**config.mk**
```make
export PLATFORM = sky130hd
export DESIGN_NAME = vga_sync_gen
export DESIGN_NICKNAME = d
export VERILOG_FILES = /design/src/rtl/vga_pkg.sv /design/src/rtl/vga_pix_tick.sv /design/src/rtl/vga_sync_gen.sv
export SDC_FILE = /design/constraint.sdc
export NUM_CORES = 1
export LEC_CHECK = 0
export ABC_AREA = 0
export BUFFER_PORTS_ARGS = -buffer_cell sky130_fd_sc_hd__buf_4
export CAP_MARGIN = 40
export CORE_AREA = 2 2 68 57
export CTS_CLUSTER_SIZE = 40
export DETAILED_ROUTE_END_ITERATION = 8
export DIE_AREA = 0 0 70 59
export PLACE_DENSITY = 0.75
export SLEW_MARGIN = 15
export SYNTH_ARGS = -nofsm -noshare
export SYNTH_HDL_FRONTEND = slang
export SYNTH_SLANG_ARGS = --single-unit
```
**constraint.sdc**
```tcl
create_clock -name clk -period 1.8 [get_ports clk]
set_input_delay 0.54 -clock clk [delete_from_list [all_inputs] [get_ports clk]]
set_output_delay 0.54 -clock clk [all_outputs]
set_load 0.005 [all_outputs]
```
**src/rtl/vga_pkg.sv**
```systemverilog
// Shared VGA timing constants and scan-interface types for the 640x480@60 Hz display path.
package vga_pkg;

  localparam int unsigned COORD_W = 10;

  localparam int unsigned CLK_DIV  = 4;
  localparam int unsigned H_ACTIVE = 640;
  localparam int unsigned H_FP     = 16;
  localparam int unsigned H_SYNC   = 96;
  localparam int unsigned H_BP     = 48;
  localparam int unsigned V_ACTIVE = 480;
  localparam int unsigned V_FP     = 10;
  localparam int unsigned V_SYNC   = 2;
  localparam int unsigned V_BP     = 33;

  localparam int unsigned H_TOTAL      = H_ACTIVE + H_FP + H_SYNC + H_BP;
  localparam int unsigned V_TOTAL      = V_ACTIVE + V_FP + V_SYNC + V_BP;
  localparam int unsigned H_SYNC_START = H_ACTIVE + H_FP;
  localparam int unsigned H_SYNC_END   = H_SYNC_START + H_SYNC - 1;
  localparam int unsigned V_SYNC_START = V_ACTIVE + V_FP;
  localparam int unsigned V_SYNC_END   = V_SYNC_START + V_SYNC - 1;

  typedef logic [2:0]         rgb3_t;
  typedef logic [COORD_W-1:0] coord_t;

endpackage

```
**src/rtl/vga_pix_tick.sv**
```systemverilog
// Pixel-rate prescaler: one-clk p_tick every CLK_DIV system clocks.
module vga_pix_tick #(
  parameter int unsigned CLK_DIV = 4
) (
  input  logic i_clk,
  input  logic i_reset,
  output logic o_p_tick
);

  localparam int unsigned DW = (CLK_DIV > 1) ? $clog2(CLK_DIV) : 1;
  localparam logic [DW-1:0] DIV_LAST = DW'(CLK_DIV - 1);

  logic [DW-1:0] r_div_cnt;
  logic          r_p_tick;

  // p_tick is registered from the terminal count, so it is 0 in reset and
  // first rises exactly CLK_DIV clocks after release (constant 1 for CLK_DIV=1).
  always_ff @(posedge i_clk) begin
    if (i_reset) begin
      r_div_cnt <= '0;
      r_p_tick  <= 1'b0;
    end else begin
      r_p_tick  <= (r_div_cnt == DIV_LAST);
      r_div_cnt <= (r_div_cnt == DIV_LAST) ? '0 : r_div_cnt + 1'b1;
    end
  end

  assign o_p_tick = r_p_tick;

endmodule

```
**src/rtl/vga_sync_gen.sv**
```systemverilog
// VGA scan counters, sync decode and blanked colour register, advanced once per pixel tick.
module vga_sync_gen #(
  parameter int unsigned CLK_DIV  = vga_pkg::CLK_DIV,
  parameter int unsigned H_ACTIVE = vga_pkg::H_ACTIVE,
  parameter int unsigned H_FP     = vga_pkg::H_FP,
  parameter int unsigned H_SYNC   = vga_pkg::H_SYNC,
  parameter int unsigned H_BP     = vga_pkg::H_BP,
  parameter int unsigned V_ACTIVE = vga_pkg::V_ACTIVE,
  parameter int unsigned V_FP     = vga_pkg::V_FP,
  parameter int unsigned V_SYNC   = vga_pkg::V_SYNC,
  parameter int unsigned V_BP     = vga_pkg::V_BP
) (
  input  logic       clk,
  input  logic       reset,
  input  logic [2:0] graph_rgb,
  output logic       p_tick,
  output logic       video_on,
  output logic [9:0] pix_x,
  output logic [9:0] pix_y,
  output logic       hsync,
  output logic       vsync,
  output logic       frame_start,
  output logic [2:0] rgb
);

  import vga_pkg::*;

  // Totals must stay below 1024 to fit the 10-bit counters.
  localparam int unsigned H_TOTAL = H_ACTIVE + H_FP + H_SYNC + H_BP;
  localparam int unsigned V_TOTAL = V_ACTIVE + V_FP + V_SYNC + V_BP;

  localparam coord_t H_LAST   = coord_t'(H_TOTAL - 1);
  localparam coord_t V_LAST   = coord_t'(V_TOTAL - 1);
  localparam coord_t H_ACT_C  = coord_t'(H_ACTIVE);
  localparam coord_t V_ACT_C  = coord_t'(V_ACTIVE);
  localparam coord_t HS_FIRST = coord_t'(H_ACTIVE + H_FP);
  localparam coord_t HS_LAST  = coord_t'(H_ACTIVE + H_FP + H_SYNC - 1);
  localparam coord_t VS_FIRST = coord_t'(V_ACTIVE + V_FP);
  localparam coord_t VS_LAST  = coord_t'(V_ACTIVE + V_FP + V_SYNC - 1);

  logic   w_p_tick;
  logic   w_h_wrap;
  logic   w_v_wrap;
  coord_t w_h_nxt;
  coord_t w_v_nxt;

  coord_t r_h_cnt;
  coord_t r_v_cnt;
  logic   r_video_on;
  logic   r_hsync;
  logic   r_vsync;
  logic   r_frame_start;
  rgb3_t  r_rgb;

  vga_pix_tick #(
    .CLK_DIV (CLK_DIV)
  ) u_pix_tick (
    .i_clk    (clk),
    .i_reset  (reset),
    .o_p_tick (w_p_tick)
  );

  always_comb begin
    w_h_wrap = (r_h_cnt == H_LAST);
    w_v_wrap = (r_v_cnt == V_LAST);
    w_h_nxt  = r_h_cnt;
    w_v_nxt  = r_v_cnt;
    if (w_p_tick) begin
      if (w_h_wrap) begin
        w_h_nxt = '0;
        w_v_nxt = w_v_wrap ? '0 : r_v_cnt + 1'b1;
      end else begin
        w_h_nxt = r_h_cnt + 1'b1;
      end
    end
  end

  // Decode from the next counter values so the flags change on the same edge as pix_x/pix_y;
  // the colour register samples the current pixel, giving one pixel slot of latency.
  always_ff @(posedge clk) begin
    if (reset) begin
      r_h_cnt       <= '0;
      r_v_cnt       <= '0;
      r_video_on    <= 1'b1;
      r_hsync       <= 1'b1;
      r_vsync       <= 1'b1;
      r_frame_start <= 1'b0;
      r_rgb         <= '0;
    end else begin
      r_h_cnt       <= w_h_nxt;
      r_v_cnt       <= w_v_nxt;
      r_video_on    <= (w_h_nxt < H_ACT_C) && (w_v_nxt < V_ACT_C);
      r_hsync       <= !((w_h_nxt >= HS_FIRST) && (w_h_nxt <= HS_LAST));
      r_vsync       <= !((w_v_nxt >= VS_FIRST) && (w_v_nxt <= VS_LAST));
      r_frame_start <= w_p_tick && w_h_wrap && w_v_wrap;
      if (w_p_tick) begin
        r_rgb <= r_video_on ? rgb3_t'(graph_rgb) : '0;
      end
    end
  end

  assign p_tick      = w_p_tick;
  assign video_on    = r_video_on;
  assign pix_x       = r_h_cnt;
  assign pix_y       = r_v_cnt;
  assign hsync       = r_hsync;
  assign vsync       = r_vsync;
  assign frame_start = r_frame_start;
  assign rgb         = r_rgb;

endmodule

```
## Yosys cells after proc, flatten, opt, wreduce, memory -nomap -nowiden

Cells that the tools add are included.
W data, S select, Z words.

- Bits in registers: 30
- Input port bits: 5

- Add/sub/neg operators: 3
- Magnitude comparators: 6
- Eq/ne operators: 3
- Multiplexer cells: 6
- Reduce and logical (&&, ||, !) cells: 8

Operators by type and width:

| kind | number |
|---|---|
| $mux W10 | 5 |
| $add A10 B1 Y10 const B | 2 |
| $eq A10 B10 Y1 const B | 2 |
| $ge A10 B10 Y1 const B | 1 |
| $ge A10 B9 Y1 const B | 1 |
| $le A10 B10 Y1 const B | 1 |
| $le A10 B9 Y1 const B | 1 |
| $lt A10 B10 Y1 const B | 1 |
| $lt A10 B9 Y1 const B | 1 |
| $logic_and A1 B1 Y1 | 5 |
| $mux W3 | 1 |
| $add A2 B1 Y2 const B | 1 |
| $eq A2 B2 Y1 const B | 1 |
| $logic_not A1 Y1 | 2 |
| $reduce_or A2 Y1 | 1 |

## Longest topological paths before layout

- Word-level depth: 7
- Mapped depth: 8

## Hierarchy

A second synthesis with hierarchy kept.

- Cell total of the unflattened synthesis: 198
- Area total of the unflattened synthesis: 1672.9 um^2

By module, submodules not included:

| module | times used | cells an instance | area an instance (um^2) | sequential area each (um^2) |
|---|---|---|---|---|
| vga_sync_gen | 1 | 191 | 1569.0 | 540.5 |
| vga_pix_tick | 1 | 7 | 103.8 | 60.1 |

## Worst setup path after synthesis

OpenSTA, ideal clock, no wires.

- Path type: reg-to-reg
- Start point: reg r_h_cnt[0], in the netlist pix_x[0]
- End point: reg r_vsync, in the netlist vsync
- Arrival time: 1.809 ns
- Data required time: 1.666 ns
- Setup slack: -0.143 ns
- Stages on the path, launching flop included: 9
- Period minus slack after synthesis: 1.943 ns
- Path through: dfxtp_1 -> ha_1 -> and4bb_1 -> and4_1 -> buf_4 -> nand4b_1 -> a21o_1 -> a2111oi_4 -> o221ai_2

- Longest elaborated chain between the ends: 6

Ends and longest elaborated chain:

| what | line | source |
|---|---|---|
| from (decl) | vga_sync_gen.sv:47 | `coord_t r_h_cnt;` |
| from (signal assigned) | vga_sync_gen.sv:90 | `r_h_cnt <= w_h_nxt;` |
| $eq A10 B10 Y1 * | vga_sync_gen.sv:64 | `w_h_wrap = (r_h_cnt == H_LAST);` |
| $mux W10 * | vga_sync_gen.sv:69 | `if (w_h_wrap) begin` |
| $mux W10 * | vga_sync_gen.sv:68 | `if (w_p_tick) begin` |
| $ge A10 B9 Y1 or $le A10 B9 Y1 (tied branches) | vga_sync_gen.sv:94 | `r_vsync <= !((w_v_nxt >= VS_FIRST) && (w_v_nxt <= VS_LAST));` |
| $logic_and A1 B1 Y1 * | vga_sync_gen.sv:94 |  |
| $logic_not A1 Y1 * | vga_sync_gen.sv:94 |  |
| to (signal assigned) | vga_sync_gen.sv:94 |  |
| to (decl) | vga_sync_gen.sv:51 | `logic r_vsync;` |

Every way passes the cells marked *; elsewhere a longest branch is shown, timed or not.
A chain may end at the register's enable or synchronous reset.

## Worst setup path after layout

- Start point: reg r_h_cnt[1], in the netlist pix_x[1]
- End point: reg r_video_on, in the netlist video_on

- Longest elaborated chain between the ends: 5

Ends and longest elaborated chain:

| what | line | source |
|---|---|---|
| $add A10 B1 Y10 or $eq A10 B10 Y1 (tied branches) | vga_sync_gen.sv:73, vga_sync_gen.sv:64 |  |
| $mux W10 | vga_sync_gen.sv:69 |  |
| $mux W10 | vga_sync_gen.sv:68 |  |
| $lt A10 B10 Y1 or $lt A10 B9 Y1 (tied branches) | vga_sync_gen.sv:92 | `r_video_on <= (w_h_nxt < H_ACT_C) && (w_v_nxt < V_ACT_C);` |
| $logic_and A1 B1 Y1 * | vga_sync_gen.sv:92 |  |
| to (signal assigned) | vga_sync_gen.sv:92 |  |
| to (decl) | vga_sync_gen.sv:49 | `logic r_video_on;` |

Marks and branches as above.

==> results.md <==
- Hold Path Class: flip-flop to flip-flop
- Yosys warns: 0
- Worst skew pair latency: approximately 0.28 ns
- PD cells: ~600 nW/µm²
- #FFs+latches synth: 30
- Critical path peak fanout: 4
- Setup CP Type: flip-flop to flip-flop
- Most frequent cells in the layout: buf_4 (52), dfxtp_1 (26), nand2_1 (24)
- M1 wire length: about 1800 µm
- Initial antenna violation count: 0
- WP data required: between 2 and 2.5 ns
- Worst Setup Start Kind: flip-flop
- Pre-antenna DRT Iters: 4
- Measured slew at the worst slew-check pin: 0.401 ns
- Asr flop ratio synth: 0%
- Die area: 4130 µm²
- I/O Buffers: 32
- DRT antenna net count: 0
- Post-route DRC: 0
- Clock transition at the registers of the reported paths: 0.06 ns
- Relative slew slack: between 70% and 80%
- Failing checks: setup timing
- Critical path arrival: approximately 2.0 ns
- Via count: 1435
- RSZ-0062 raised after global routing: true
- Initial Util: approximately 44%
- Leak: approximately 0.83 nW
- Commonest non-fill, non-tap cell in the layout: buf_4
- Netlist cell types: 40
- Hold Vio Cnt, Final: 0
- All-Layer GR Usage: between 10% and 20%
- DR WL met2: 1670 µm
- Core Util, Final: approximately 61%
- VDD IR max: approximately 0.43 mV
- Die X: around 70 µm
- Final period util: 102%
- Fin crit period: ~1.8 ns
- Sequential share of the synthesized area: 40.6%
- N_diodes: 0
- First DRT Iteration DRCs: slightly above 70
- Setup ws final: -0.0275 ns
- Setup Skew: 0.00387 ns
- Cell Area, Synth: between 1000 and 1500 µm²
- Met3 WL: 197 µm
- Net count, final: roughly 240
- Num rows: 19
- Pins Over Slew Limit: 0
- Clock root buffer: clkbuf_8
- Top cell type's share of synthesized area: roughly two fifths
- Pre-CTS setup slack: -0.0212 ns
- Placed cell area: ~1900 µm²
- First-pass GRT wire length: between 5000 and 6000 µm
- Largest net degree at the start of global routing: 20
- Yosys top cell by area: dfxtp_1
- Ports: 33
- Vias in the first global route: 1261
- Design area: roughly 2100 µm²
- Vias per Instance: ~5.3
- Post-Layout Cell Count: about 270
- Placed cell count: 260
- Core Box Area: ~3400 µm²
- Post-synth EDFFs: 0
- Status: complete, but fails checks
- Share of cells above drive strength 1: between 30% and 40%
- Post-CTS Hold Fix Bufs: 0
- Routed WL per cell: between 10 and 15 µm
- H-tree depth: 2
- Top post-synthesis cells by area: dfxtp_1 (41%), nand2_1 (6.1%), a21oi_1 (5.4%), xor2_1 (4.7%), ha_1 (3.4%)
- HPWL after detailed placement: between 2000 and 3000 µm
- Post-synthesis net count: approximately 180
- Leading register cell type out of synthesis: dfxtp_1
- Syn-to-layout area delta: 39.8%
- Die height: just under 60 µm
- TritonCTS clock tree: yes
- Clk buf depth: 2
- CP Capture Type: flip-flop
- Sum of negative setup slack: -0.0331 ns
- Top Metal Used: met4
- Syn Area/Cell: 8.44 µm²
- CTS Sinks: 30
- GRT overflow: 0
- Total Wirelength: about 3700 µm
- Max-cap violations: 0
- CTS Buf Count: 5
- Setup-failing EPs final: 2
- Fmax: about 550 MHz
- Cells after Synth: around 180
- GP Congestion: a little under 0.9
[per-layer routing]
layer / GRT usage (%) / vias up
li1: - / 721
met1: 25.2 / 671
met2: 28.7 / 34
met3: 5.61 / 9
met4: 5.77 / 0
met5: 0 / -
[what timing repair did]
item | CTS | global route
buffers inserted | 0 | 3
setup endpoints to repair | 2 | 10
pin swaps | 0 | 8
gates resized for setup | 1 | 17
[sequential cells by signal, indices dropped and copies added (netlist names)]
signal / cells
pix_y: 10
pix_x: 10
rgb: 3
u_pix_tick.r_div_cnt: 2
video_on: 1
u_pix_tick.o_p_tick: 1
frame_start: 1
vsync: 1
hsync: 1
[cell families (layout without fill, tap and decap cells)]
group / after synthesis / after routing / synth area share (%)
XOR/XNOR: 12 / 12 / 7.11
AND/OR/NAND/NOR: 88 / 88 / 32.7
adder cells (fa/ha/maj): 4 / 4 / 3.39
buffers and inverters: 14 / 68 / 3.90
flip-flops: 30 / 30 / 40.6
AO/OA/AOI/OAI: 27 / 27 / 12.3
[metrics by stage]
step	total power, mW	hold slack, ns
3_3_place_gp	0.736	0.422
6_report	1.24	0.438
5_1_grt	1.29	0.456
2_1_floorplan	0.714	0.408
3_5_place_dp	0.738	0.428
4_1_cts	1.24	0.444
[report_power, final]
| group | switching, mW | total, mW | internal [mW] |
|---|---|---|---|
| sequential | 0.00559 | 0.677 | 0.671 |
| clock | 0.241 | 0.515 | 0.274 |
| combinational | 0.0230 | 0.0464 | 0.0234 |
| total | 0.270 | 1.24 | 0.968 |
[area by class of cell]
class	count	area [µm²]
Clock buffer	8	80.1
Fill cell	305	1310
Inverter	5	18.8
Multi-Input combinational cell	131	880
Sequential cell	30	611
Tap cell	42	52.6
Timing Repair Buffer	55	424
[path summary, 6_finish.rpt]
kind,startpoint,to,slack [ns],cells past startpoint
setup / recovery,pix_x[1]$_SDFF_PP0_,video_on$_SDFF_PP1_,-0.03,7
hold / removal,u_pix_tick.r_div_cnt[0]$_SDFF_PP0_,u_pix_tick.r_div_cnt[0]$_SDFF_PP0_,0.44,1
setup reg to reg,pix_x[1]$_SDFF_PP0_,video_on$_SDFF_PP1_,-0.03,7
hold reg to reg,u_pix_tick.r_div_cnt[0]$_SDFF_PP0_,u_pix_tick.r_div_cnt[0]$_SDFF_PP0_,0.44,1
[Yosys cell counts, types with 2 or more instances]
cell type  count
nand4b_1       2
nand2b_1       2
xor2_1         8
ha_1           4
nand2_1       24
nor2_1        12
nor2b_1        2
nand3_1        8
and3_1         6
nand3b_1       4
nand4_1        5
a21oi_1       16
clkbuf_1       7
nor3_1         7
inv_1          5
xnor2_1        4
dfxtp_1       30
o21ai_0        3
or3_1          5
[worst max-delay path, cell delays in order (launching register included)]
cell      delay [ns]
dfxtp_4         0.36
ha_4            0.12
and4bb_2        0.27
nand4_1         0.25
nor4_2          0.37
xnor2_2         0.18
a21oi_1         0.09
a21oi_1         0.11
Note: power is estimated with default switching activity, not from simulation.
